`src/rtl/i2s_audio_tx.sv`:
```
// i2s_audio_tx: 16-bit stereo I2S transmitter with a one-sample holding register.
// Every output is generated on the clk_sys domain. The bit clock is div_cnt-derived:
// BCK toggles every CLK_DIV clk_sys cycles. Data changes on BCK falling edges,
// and is delayed by one bit relative to LRCK as in standard I2S.
// Optional build macro: I2S_UNDERRUN_MUTE_EN. When it is defined, a starved frame plays
// silence. Otherwise the last good frame is repeated.
module i2s_audio_tx #(
  parameter int CLK_DIV = 8
) (
  input  logic        clk_sys,
  input  logic        reset,
  input  logic [15:0] left_in,
  input  logic [15:0] right_in,
  input  logic        sample_valid,
  output logic        sample_ready,
  output logic        I2S_BCK,
  output logic        I2S_LRCK,
  output logic        I2S_DATA,
  output logic        underrun
);

  localparam logic [7:0] DIV_LAST = 8'(CLK_DIV - 1);

  logic [7:0]  div_cnt;
  logic [4:0]  bit_cnt;
  logic [4:0]  bit_cnt_next;
  logic [31:0] shift_reg;
  logic [31:0] hold_data;
  logic [31:0] underrun_frame;
  logic        hold_full;
  logic        div_wrap;
  logic        fall_edge;
  logic        frame_load;
  logic        transfer;

  assign div_wrap     = (div_cnt == DIV_LAST);
  assign fall_edge    = div_wrap & I2S_BCK;
  assign bit_cnt_next = bit_cnt + 5'd1;
  assign frame_load   = fall_edge & (bit_cnt_next == 5'd0);
  assign sample_ready = ~hold_full;
  assign transfer     = sample_valid & ~hold_full;

  // Half-period divider: wrap at CLK_DIV-1 and toggle the bit clock.
  always_ff @(posedge clk_sys) begin
    if (reset) begin
      div_cnt <= 8'd0;
      I2S_BCK <= 1'b0;
    end else if (div_wrap) begin
      div_cnt <= 8'd0;
      I2S_BCK <= ~I2S_BCK;
    end else begin
      div_cnt <= div_cnt + 8'd1;
    end
  end

  // Slot counter advances on each BCK falling edge; word select follows its MSB.
  always_ff @(posedge clk_sys) begin
    if (reset) begin
      bit_cnt  <= 5'd31;
      I2S_LRCK <= 1'b1;
    end else if (fall_edge) begin
      bit_cnt  <= bit_cnt_next;
      I2S_LRCK <= bit_cnt_next[4];
    end
  end

  // Serialiser: the MSB leaves on every falling edge, so the old frame's LSB goes out during the load slot.
  always_ff @(posedge clk_sys) begin
    if (reset) begin
      shift_reg <= 32'h0;
      I2S_DATA  <= 1'b0;
    end else if (fall_edge) begin
      I2S_DATA <= shift_reg[31];
      if (frame_load) begin
        shift_reg <= hold_full ? hold_data : underrun_frame;
      end else begin
        shift_reg <= {shift_reg[30:0], 1'b0};
      end
    end
  end

  // Holding register: a frame load empties it first, so a load never coincides with a capture while full.
  always_ff @(posedge clk_sys) begin
    if (reset) begin
      hold_full <= 1'b0;
      hold_data <= 32'h0;
    end else begin
      if (transfer) begin
        hold_data <= {left_in, right_in};
      end
      if (frame_load && hold_full) begin
        hold_full <= 1'b0;
      end else if (transfer) begin
        hold_full <= 1'b1;
      end
    end
  end

  // One-cycle pulse when a frame starts without a fresh sample waiting.
  always_ff @(posedge clk_sys) begin
    if (reset) begin
      underrun <= 1'b0;
    end else begin
      underrun <= frame_load & ~hold_full;
    end
  end

`ifdef I2S_UNDERRUN_MUTE_EN
  assign underrun_frame = 32'h0;
`else
  logic [31:0] last_frame;

  // Remember the last frame actually taken from the holding register for replay on starvation.
  always_ff @(posedge clk_sys) begin
    if (reset) begin
      last_frame <= 32'h0;
    end else if (frame_load && hold_full) begin
      last_frame <= hold_data;
    end
  end

  assign underrun_frame = last_frame;
`endif

endmodule
```
`config.mk`:
```
export PLATFORM = sky130hd
export DESIGN_NAME = i2s_audio_tx
export DESIGN_NICKNAME = d
export VERILOG_FILES = /design/src/rtl/i2s_audio_tx.sv
export SDC_FILE = /design/constraint.sdc
export NUM_CORES = 1
export LEC_CHECK = 0
export ABC_AREA = 1
export CORE_AREA = 5 5 108 110
export CTS_CLUSTER_SIZE = 12
export DETAILED_ROUTE_END_ITERATION = 6
export DIE_AREA = 0 0 113 115
export GPL_TIMING_DRIVEN = 0
export PLACE_DENSITY_LB_ADDON = 0.3
export SETUP_SLACK_MARGIN = 0.05
export SYNTH_ARGS = -nofsm -noshare
export SYNTH_HDL_FRONTEND = slang
export SYNTH_SLANG_ARGS = --single-unit
```
`constraint.sdc`:
```
create_clock -name clk_sys -period 2.4 [get_ports clk_sys]
set_input_delay 0.24 -clock clk_sys [delete_from_list [all_inputs] [get_ports clk_sys]]
set_output_delay 0.24 -clock clk_sys [all_outputs]
set_load 0.1 [all_outputs]
```
Yosys cells after proc, flatten, opt, wreduce, memory -nomap -nowiden
Cells that the tools add are included.
{"block": "op_classes", "n_bitwise": 6, "muxes": 2, "n_eq_ne": 1, "n_reduce_logical": 4, "addsub": 2}
{"cell": "$mux 32", "count": 2}
{"cell": "$add 8x1->8 const B", "count": 1}
{"cell": "$eq 8x3->1 const B", "count": 1}
{"cell": "$add 5x1->5 const B", "count": 1}
{"cell": "$logic_not 5->1", "count": 1}
{"cell": "$and 1x1->1", "count": 4}
{"cell": "$reduce_or 2->1", "count": 2}
{"cell": "$not 1->1", "count": 2}
{"cell": "$logic_and 1x1->1", "count": 1}
{"block": "word_totals", "output_inout_bits": 5, "in_bits": 35, "register_bits": 114, "elab_cells": 25}

Longest topological paths before layout
{"block": "depth", "ltp_word": 5, "ltp_mapped": 10, "ltp_nobuf": 9}

Least setup slack after synthesis
OpenSTA, ideal clock, no wires.
{"block": "synth_path", "path_type": "register -> register", "startpoint": "reg I2S_LRCK (netlist name)", "endpoint": "reg last_frame[10]", "path_buffers": 1, "stages_incl_launch_ff": 9, "period_less_slack_ns": 2.101, "arrival_time_ns": 1.974, "setup_slack_ns": 0.299, "t_required_ns": 2.272, "setup_time_ns": 0.128, "path_cell_list": "dfxtp_1 inv_1 nand4_1 nand2_1 nor2_2 nand3_4 buf_2 o21ai_1 nor2_1"}
{"element": "end signal, assigned", "line": "118", "rtl": "last_frame <= hold_data;"}
{"element": "end, declared", "line": "111", "rtl": "logic [31:0] last_frame;"}

Final worst setup path
{"block": "layout_path", "startpoint": "reg I2S_LRCK", "endpoint": "out I2S_LRCK"}
{"element": "start, declared", "line": "17", "rtl": "output logic I2S_LRCK,"}
{"element": "start signal, assigned", "line": "63", "rtl": "I2S_LRCK <= bit_cnt_next[4];"}
No word-level cell between the ends.

==> results.cfg <==
[cts]
cts_setup_buffers = 0
cts_tree = done
clk_latency_ns = 0.52
cts-root-buf = clkbuf_8
clkTransAtPathRegs_ns = 0.06
clock_path_buffers = 2
clock_sink_count = 113
numCtsBuffers = 17
htree_levels = 4

[detailed_routing]
routedWlPerCell_um = 13.3
drt-pass1-iter-count = 7
totalWireLength_um = 12300
ant_nets = 0
drt_iter0_drc = 331
vias = 4674
viasPerCell = 5.04
drc = 0

[global_route]
grt_pass1_wl_um = 20700
grt_pass1_vias = 4525
grt_antenna_before_repair = 0
grt_max_degree = 17
grt_usage_pct = 19.7
grt_overflow = 0

[synthesis]
syn_nets = 756
ys_ff_latch = 113
synthCells = 718
synth.yosys.seq_area_share_pct = 45.8
yosysWarnings = 0
synth_cell_type_count = 29
synth.cell_area_mm2 = 0.00494
avgSynthCellArea_um2 = 6.88

[timing]
post-route-min-period_ns = 2.24
final-setup-viol-count = 0
holdWs_ns = 0.193
slew_violations = 0
worst_pin_slew_ns = 0.965
finalSetupTns_ns = 0
clock_skew_ns = 0.0120
relSlewSlack_pct = 35.5
period_share_pct = 93.4
timing.fmax_mhz = 446
rsz0062_at_grt = no
timing_hold_violations_final = 0

[floorplanning]
start_util_pct = 46.6
rows = 38
die_h_um = 115
dieWidth_um = 113
pin_count = 40
die-area_mm2 = 0.0130
core_mm2 = 0.0106

[critical_path]
cpLargestDelayFamily = buffers and inverters
required_ns = 2.16
reg2regPathDepth = 9
cp.buffers_inverters = 1
cp_cell_sequence = clkdlybuf4s50_1
critPathMaxStageDelay_ns = 1.14
cp-end-kind = output pin
crit_fanout = 3
critPathKind = register to output pin
cp.arrival_ns = 2.00
crit_cells = 1
start_kind = register
crit_slowest_cell = clkdlybuf4s50_1

[finish]
drive_above_1_share_pct = 7.49
fin_nets = 813
layout_common_cells = nand2_1 (147), nor2_1 (139), dfxtp_1 (113), inv_1 (76)
syn2layout_area_growth_pct = 23.5
mostFrequentLayoutCell = nand2_1
n_antenna_cell = 0

[pwr]
powerDensity_mw_per_mm2 = 783
p_leak_nw = 2.86
peakVddDrop_uv = 584

[worst_hold_path]
hold_path.class = input port to register
holdPathStages = 2

[placed_design]
place_hpwl_um = 8790
io_buffers = 38
gp_congestion = 0.843

[run]
cap_viol_max_count = 0

[outcome]
status = finished clean
[report_power, final]
group,internal [W],switching [W]
clock,0.00159,0.000943
combinational,0.0000988,0.000165
sequential,0.00193,0.0000439
total,0.00362,0.00115
[worst paths after layout]
kind / from / endpoint / slack (ns)
max: I2S_LRCK / I2S_LRCK / 0.16
min: reset / shift_reg[0] / 0.19
min reg2reg: shift_reg[4] / shift_reg[4] / 0.45
max reg2reg: bit_cnt[0] / last_frame[5] / 0.33
[cells by family after synthesis]
group                      after synthesis  share of synthesized area, %
AOI/OAI and AO/OA                      127                          13.6
adders and majority gates                3                         0.760
DFF                                    113                          45.8
and+or+nand+nor                        350                          29.5
muxes                                    1                         0.203
buffers and inverters                  124                          10.1
[layer usage]
metal / vias up / track usage, % / part of all wire (%)
li1: 2400 / - / -
met1: 2134 / 24.2 / 47
met2: 125 / 34.0 / 47
met3: 15 / 4.26 / 4.9
met4: 0 / 7.29 / 1.3
met5: - / 0 / 0
[layout make-up]
type                            instances  area [um2]
Multi-Input combinational cell        481        2180
Clock buffer                           17         414
Tap cell                              140         175
Inverter                               80         300
Buffer                                 44         200
Fill cell                             998        4510
Timing Repair Buffer                   38         384
Sequential cell                       113        2260
Clock inverter                         15         184
[per-stage QoR]
stage          power, W  area, um2  instances  utilization, %  worst slack (ns)
2_1_floorplan   0.00215       4940        718               -             0.299
3_3_place_gp    0.00227       5490        896            51.8             0.172
3_5_place_dp    0.00227       5490        896            51.8             0.157
4_1_cts         0.00478       6090        928            57.5            0.0691
5_1_grt         0.00492       6100        928            57.5             0.104
6_report        0.00477       6100        928            57.5             0.157
[Yosys cell counts, drive strengths merged]
library cell / count / area share [%]
nand2: 148 / 11
nor2: 142 / 11
dfxtp: 113 / 46
inv: 80 / 6.1
o21ai: 65 / 6.6
nand3: 40 / 4.3
a21oi: 39 / 4.0
clkbuf: 24 / 1.8
buf: 20 / 2.2
a31oi: 19 / 2.4
nand4: 16 / 2.0
ha: 3 / 0.76
nand3b: 2 / 0.30
a22oi: 1 / 0.15
a32oi: 1 / 0.18
mux2i: 1 / 0.20
nor3: 1 / 0.10
o21a: 1 / 0.15
o22a: 1 / 0.18
or2: 1 / 0.13
[what timing repair did]
item	CTS	global route
hold buffers	0	0
endpoints found under the setup margin	1	2
resized for setup	3	3
(Power assumes the default switching activity.)
